===== src/rtl/seven_seg_pkg.sv =====
// Shared glyph constants and polarity helper for the seven-segment scan driver.
// Segment order is {g,f,e,d,c,b,a}, active-high.
package seven_seg_pkg;

    localparam logic [6:0] GLYPH_0   = 7'h3F;
    localparam logic [6:0] GLYPH_1   = 7'h06;
    localparam logic [6:0] GLYPH_2   = 7'h5B;
    localparam logic [6:0] GLYPH_3   = 7'h4F;
    localparam logic [6:0] GLYPH_4   = 7'h66;
    localparam logic [6:0] GLYPH_5   = 7'h6D;
    localparam logic [6:0] GLYPH_6   = 7'h7D;
    localparam logic [6:0] GLYPH_7   = 7'h07;
    localparam logic [6:0] GLYPH_8   = 7'h7F;
    localparam logic [6:0] GLYPH_9   = 7'h6F;
    localparam logic [6:0] GLYPH_A   = 7'h77;
    localparam logic [6:0] GLYPH_B   = 7'h7C;
    localparam logic [6:0] GLYPH_C   = 7'h39;
    localparam logic [6:0] GLYPH_D   = 7'h5E;
    localparam logic [6:0] GLYPH_E   = 7'h79;
    localparam logic [6:0] GLYPH_F   = 7'h71;
    localparam logic [6:0] SEG_BLANK = 7'h00;

    function automatic logic [6:0] apply_pol(
        input logic [6:0] seg,
        input bit         active_low
    );
        return active_low ? ~seg : seg;
    endfunction

endpackage


===== src/rtl/seven_seg_glyph_lut.sv =====
// Nibble to active-high seven-segment glyph, with a blank override.
// Hex letters render as A, b, C, d, E, F.
module seven_seg_glyph_lut
    import seven_seg_pkg::*;
(
    input  logic [3:0] nibble_i,
    input  logic       blank_i,
    output logic [6:0] seg_o
);

    logic [6:0] glyph;

    always_comb begin
        glyph = SEG_BLANK;
        unique case (nibble_i)
            4'h0: glyph = GLYPH_0;
            4'h1: glyph = GLYPH_1;
            4'h2: glyph = GLYPH_2;
            4'h3: glyph = GLYPH_3;
            4'h4: glyph = GLYPH_4;
            4'h5: glyph = GLYPH_5;
            4'h6: glyph = GLYPH_6;
            4'h7: glyph = GLYPH_7;
            4'h8: glyph = GLYPH_8;
            4'h9: glyph = GLYPH_9;
            4'hA: glyph = GLYPH_A;
            4'hB: glyph = GLYPH_B;
            4'hC: glyph = GLYPH_C;
            4'hD: glyph = GLYPH_D;
            4'hE: glyph = GLYPH_E;
            4'hF: glyph = GLYPH_F;
        endcase
    end

    assign seg_o = blank_i ? SEG_BLANK : glyph;

endmodule


===== src/rtl/seven_segment_scan_driver.sv =====
// Double-buffered, time-multiplexed N-digit seven-segment driver.
// Define SEVEN_SEG_LEADING_ZERO_BLANK_EN to blank leading zero digits.
module seven_segment_scan_driver
    import seven_seg_pkg::*;
#(
    parameter int N_DIGITS         = 4,
    parameter int REFRESH_DIV      = 1000,
    parameter int COMMON_ANODE     = 1,
    parameter int DIGIT_ACTIVE_LOW = 1
) (
    input  logic                  i_clk,
    input  logic                  i_rst,
    input  logic                  i_valid,
    input  logic [4*N_DIGITS-1:0] i_value,
    input  logic [N_DIGITS-1:0]   i_dp,
    output logic [6:0]            o_display,
    output logic                  o_dp,
    output logic [N_DIGITS-1:0]   o_digit_en,
    output logic                  o_frame_done
);

    localparam int IDX_W = (N_DIGITS > 1) ? $clog2(N_DIGITS) : 1;
    localparam int DIV_W = $clog2(REFRESH_DIV);
    localparam bit SEG_LOW = (COMMON_ANODE != 0);
    localparam bit EN_LOW  = (DIGIT_ACTIVE_LOW != 0);

    localparam logic [6:0] SEG_OFF = apply_pol(SEG_BLANK, SEG_LOW);
    localparam logic [N_DIGITS-1:0] EN_OFF = {N_DIGITS{EN_LOW}};

    logic [DIV_W-1:0]      div_cnt_q, div_cnt_d;
    logic [IDX_W-1:0]      idx_q, idx_d;
    logic [4*N_DIGITS-1:0] pending_q, active_q;
    logic [N_DIGITS-1:0]   pending_dp_q, active_dp_q;
    logic                  pend_flag_q;
    logic [6:0]            disp_q, disp_d;
    logic                  dp_q, dp_d;
    logic [N_DIGITS-1:0]   en_q, en_d;
    logic                  fd_q;

    logic                  tc, last, fb;
    logic [3:0]            nibble;
    logic                  dp_sel;
    logic [N_DIGITS-1:0]   onehot;
    logic                  blank;
    logic [6:0]            seg_raw;

    always_comb begin
        tc   = (div_cnt_q == DIV_W'(REFRESH_DIV - 1));
        last = (idx_q == IDX_W'(N_DIGITS - 1));
        fb   = tc && last;
        div_cnt_d = tc ? '0 : div_cnt_q + DIV_W'(1);
        idx_d = idx_q;
        if (tc) idx_d = last ? '0 : idx_q + IDX_W'(1);
    end

    always_comb begin
        nibble = 4'h0;
        dp_sel = 1'b0;
        onehot = '0;
        for (int k = 0; k < N_DIGITS; k++) begin
            if (idx_q == IDX_W'(k)) begin
                nibble    = active_q[4*k +: 4];
                dp_sel    = active_dp_q[k];
                onehot[k] = 1'b1;
            end
        end
    end

`ifdef SEVEN_SEG_LEADING_ZERO_BLANK_EN
    // Walk down from the top digit; hi_zero covers digits k..N_DIGITS-1.
    logic hi_zero;
    always_comb begin
        blank   = 1'b0;
        hi_zero = 1'b1;
        for (int k = N_DIGITS - 1; k >= 1; k--) begin
            hi_zero = hi_zero && (active_q[4*k +: 4] == 4'h0);
            if (idx_q == IDX_W'(k) && hi_zero) blank = 1'b1;
        end
    end
`else
    assign blank = 1'b0;
`endif

    seven_seg_glyph_lut u_lut (
        .nibble_i (nibble),
        .blank_i  (blank),
        .seg_o    (seg_raw)
    );

    always_comb begin
        disp_d = apply_pol(seg_raw, SEG_LOW);
        dp_d   = dp_sel ^ SEG_LOW;
        en_d   = onehot ^ {N_DIGITS{EN_LOW}};
    end

    always_ff @(posedge i_clk) begin
        if (i_rst) begin
            div_cnt_q    <= '0;
            idx_q        <= '0;
            pending_q    <= '0;
            pending_dp_q <= '0;
            active_q     <= '0;
            active_dp_q  <= '0;
            pend_flag_q  <= 1'b0;
            disp_q       <= SEG_OFF;
            dp_q         <= SEG_LOW;
            en_q         <= EN_OFF;
            fd_q         <= 1'b0;
        end else begin
            div_cnt_q <= div_cnt_d;
            idx_q     <= idx_d;
            disp_q    <= disp_d;
            dp_q      <= dp_d;
            en_q      <= en_d;
            fd_q      <= fb;
            // A load landing on the boundary bypasses the pending buffer.
            if (fb) begin
                if (i_valid) begin
                    active_q    <= i_value;
                    active_dp_q <= i_dp;
                end else if (pend_flag_q) begin
                    active_q    <= pending_q;
                    active_dp_q <= pending_dp_q;
                end
                pend_flag_q <= 1'b0;
            end else if (i_valid) begin
                pending_q    <= i_value;
                pending_dp_q <= i_dp;
                pend_flag_q  <= 1'b1;
            end
        end
    end

    assign o_display    = disp_q;
    assign o_dp         = dp_q;
    assign o_digit_en   = en_q;
    assign o_frame_done = fd_q;

endmodule


===== config.mk =====
export PLATFORM = sky130hd
export DESIGN_NAME = seven_segment_scan_driver
export DESIGN_NICKNAME = d
export VERILOG_FILES = /design/src/rtl/seven_seg_pkg.sv /design/src/rtl/seven_seg_glyph_lut.sv /design/src/rtl/seven_segment_scan_driver.sv
export SDC_FILE = /design/constraint.sdc
export NUM_CORES = 1
export LEC_CHECK = 0
export ABC_AREA = 1
export CORE_MARGIN = 2
export CORE_UTILIZATION = 30
export CTS_CLUSTER_SIZE = 28
export DETAILED_ROUTE_END_ITERATION = 10
export HOLD_SLACK_MARGIN = 0.12
export PLACE_DENSITY = 0.49
export SLEW_MARGIN = 20
export SYNTH_ARGS = -nofsm -noshare
export SYNTH_HDL_FRONTEND = slang
export SYNTH_SLANG_ARGS = --single-unit

===== constraint.sdc =====
create_clock -name i_clk -period 3.2 [get_ports i_clk]
set_clock_uncertainty 0.1 [all_clocks]
set_input_delay 0.64 -clock i_clk [delete_from_list [all_inputs] [get_ports i_clk]]
set_output_delay 0.64 -clock i_clk [all_outputs]
set_load 0.005 [all_outputs]

==> run metrics <==
Layout area overhead=18.2%; pin count of the biggest net entering global routing=42; Slew Viols, Final=0; root buffer cell=clkbuf_8; first-pass GRT wire length=12.5 mm; CTS tree=yes; layout cell share with drive strength beyond 1=6.86%; Global Route Usage Sum=13.5%; adder-cell share of the synthesized area=4.54%; Synth cell types=28; Net Sw Power=0.383 mW; Synth Area per Inst=6.72 µm²; gpl congestion=0.799; synthesis-stage register bit count=66; CP endpoint kind=flop; worst path arrival time=2480 ps; vias=2882; routed wire length=7.33 mm; Ys Warns=0; die width=109 µm; crit-path max FO=11; antenna violations before repair=0; Tightest Pin Transition=500 ps; VDD IR max=173 µV; hold crit path type=reg2reg; maximum clock insertion buffer count=2; period utilization=74.1%; commonest non-fill, non-tap cells in the layout=176 x nand2_1, 87 x nor2_1, 66 x dfxtp_1; RSZ-0062 raised after global routing=false; Fill cells=1189; Synth Area in XOR/XNOR=0.795%; Detail Placement HPWL=4.96 mm; placed cell count=652; Comb pwr share=8.8%; WHS=352 ps; sequential element share of the synthesized area=40.0%; largest family of logic cells by synthesized area=simple AND/OR/NAND/NOR gates; DRC=0; Synth Cell Area=3310 µm²; Core Footprint=10800 µm²; Remaining Overflow, GRT=0; post-synthesis mux area share=0%; # hold bufs at CTS=0; Worst-path clk slew=60 ps; count of input and output buffers=35; Skew-Pair Late Insertion Delay=340 ps; cell count after synthesis=492; worst relative slew slack=66.6%; Max Cap Violations=0; Final ANT Viol Nets=0; number of vias per cell=4.33; Setup crit start kind=flop; final setup TNS=0 ps; P_int=1.23 mW; Final Hold Vio Count=0; Cell Count, Final, Fillers Out=665; Worst Path Required=3310 ps; CP Class=reg2reg; Nets=558; # setup viols final=0; Num CTS Buffers=9; Sequential Power Share=53.5%; vias in the first global route=2672; Synthesized Nets=527; # IOs=36; First DRT Iteration DRCs=101; most common cell after layout, fill and taps aside=nand2_1; First-pass DRT Iterations=6; part of the power in the clock network=37.7%; H-tree levels=3; die area=11900 µm²; pwr/cell area=412 nW/µm²; Rows=38; Util after Layout=36.2%; status=finished, final reports clean; routed len/inst=11.0 µm; clk sinks=66; post-CTS setup buffers=0; post-CTS sizing=0; Final Critical Period=2370 ps; Post-Synth Simple-Gate Area=42.3%; # diodes=0; complex-gate fraction of the synthesized area=3.82%; starting density of the core=30.6%; Sw Ratio=23.8%; Fmax=422 MHz; Pleak=1.87 nW; die height=109 µm
==> state kept, by name, indices dropped and copies added, names as in the netlist, 2 cells and up <==
name and flops:
o_digit_en 4, pending_dp_q 4, active_q 16, active_dp_q 4, o_display 7, pending_q 16
div_cnt_q 10, idx_q 2
==> final timing paths <==
kind | cells after the start | endpoint | slack, ps | start
min reg2reg | 2 | pend_flag_q$_SDFFE_PP0P_ | 350 | pend_flag_q$_SDFFE_PP0P_
max reg2reg | 12 | o_display[3]$_SDFF_PP1_ | 830 | idx_q[0]$_SDFFE_PP0N_
max | 12 | o_display[3]$_SDFF_PP1_ | 830 | idx_q[0]$_SDFFE_PP0N_
min | 2 | pend_flag_q$_SDFFE_PP0P_ | 350 | pend_flag_q$_SDFFE_PP0P_
==> cells in the mapped netlist <==
cell | number | area share, %
nand4_2 | 1 | 0.38
a21boi_2 | 1 | 0.34
buf_1 | 1 | 0.11
o31ai_1 | 1 | 0.23
ha_1 | 12 | 4.5
a21boi_0 | 1 | 0.23
nand3_1 | 20 | 3.0
nor3b_1 | 1 | 0.23
nor2_2 | 10 | 1.9
nor3_1 | 4 | 0.61
clkbuf_1 | 10 | 1.1
nand4_1 | 1 | 0.19
nand2_1 | 176 | 20
nand2_2 | 2 | 0.38
nand3b_1 | 21 | 4.8
xnor2_1 | 2 | 0.53
buf_2 | 5 | 0.76
dfxtp_1 | 66 | 40
a21oi_1 | 18 | 2.7
nor3_4 | 1 | 0.49
or2_2 | 1 | 0.19
nor2_1 | 87 | 9.9
o21ai_0 | 2 | 0.30
xor2_1 | 1 | 0.26
inv_2 | 1 | 0.11
buf_6 | 6 | 2.0
nand3_2 | 1 | 0.30
inv_1 | 39 | 4.4
==> cells by family (layout without fill, tap and decap cells) <==
family,Yosys count,count (layout)
buffers and inverters,62,95
adders and majority gates,12,12
and+or+nand+nor,326,326
xor gates and xnor gates,3,3
AOI/OAI and AO/OA,23,23
DFF,66,66
==> per-layer routing <==
metal | GRT usage, % | share of wire, % | up-vias | wire length, µm
met4 | 4.76 | 1.4 | 0 | 99
met5 | 0 | 0 | - | 0
met1 | 18.6 | 54 | 1262 | 3920
met2 | 19.9 | 41 | 50 | 3010
li1 | - | - | 1561 | -
met3 | 3.89 | 4.0 | 9 | 293
==> power groups by stage <==
stage | registers [mW] | logic [mW] | clock network, mW
4_1_cts | 0.862 | 0.144 | 0.636
5_1_grt | 0.864 | 0.162 | 0.667
3_5_place_dp | 0.881 | 0.143 | 0
6_report | 0.862 | 0.142 | 0.607
3_3_place_gp | 0.880 | 0.142 | 0
2_1_floorplan | 0.879 | 0.0856 | 0
==> critical path: stages, from the launching register on <==
cell      delay [ps]
dfxtp_1          410
inv_1             90
ha_1             340
a21oi_1          160
nand2_1           80
a21boi_0         200
buf_4            180
inv_1             70
ha_1             290
nand3_1           90
nand3_1           80
nand2_1           80
nand2_1           70
==> metrics by stage <==
step	total power, mW	setup slack (ps)	cell area [µm²]
after floorplan	0.964	893	3310
after global placement	1.02	829	3750
after detailed placement	1.02	838	3750
after CTS	1.64	851	3910
after global routing	1.69	616	3910
final	1.61	830	3910
==> final cells by class <==
type                            instances  area [µm²]  share of cell area [%]
Multi-Input combinational cell        364        1700                    43.5
Tap cell                              140         175                    4.48
Clock buffer                           13         159                    4.06
Sequential cell                        66        1320                    33.8
Inverter                               40         150                    3.84
Timing Repair Buffer                   42         403                    10.3
Note: power is estimated with default switching activity, not from simulation.
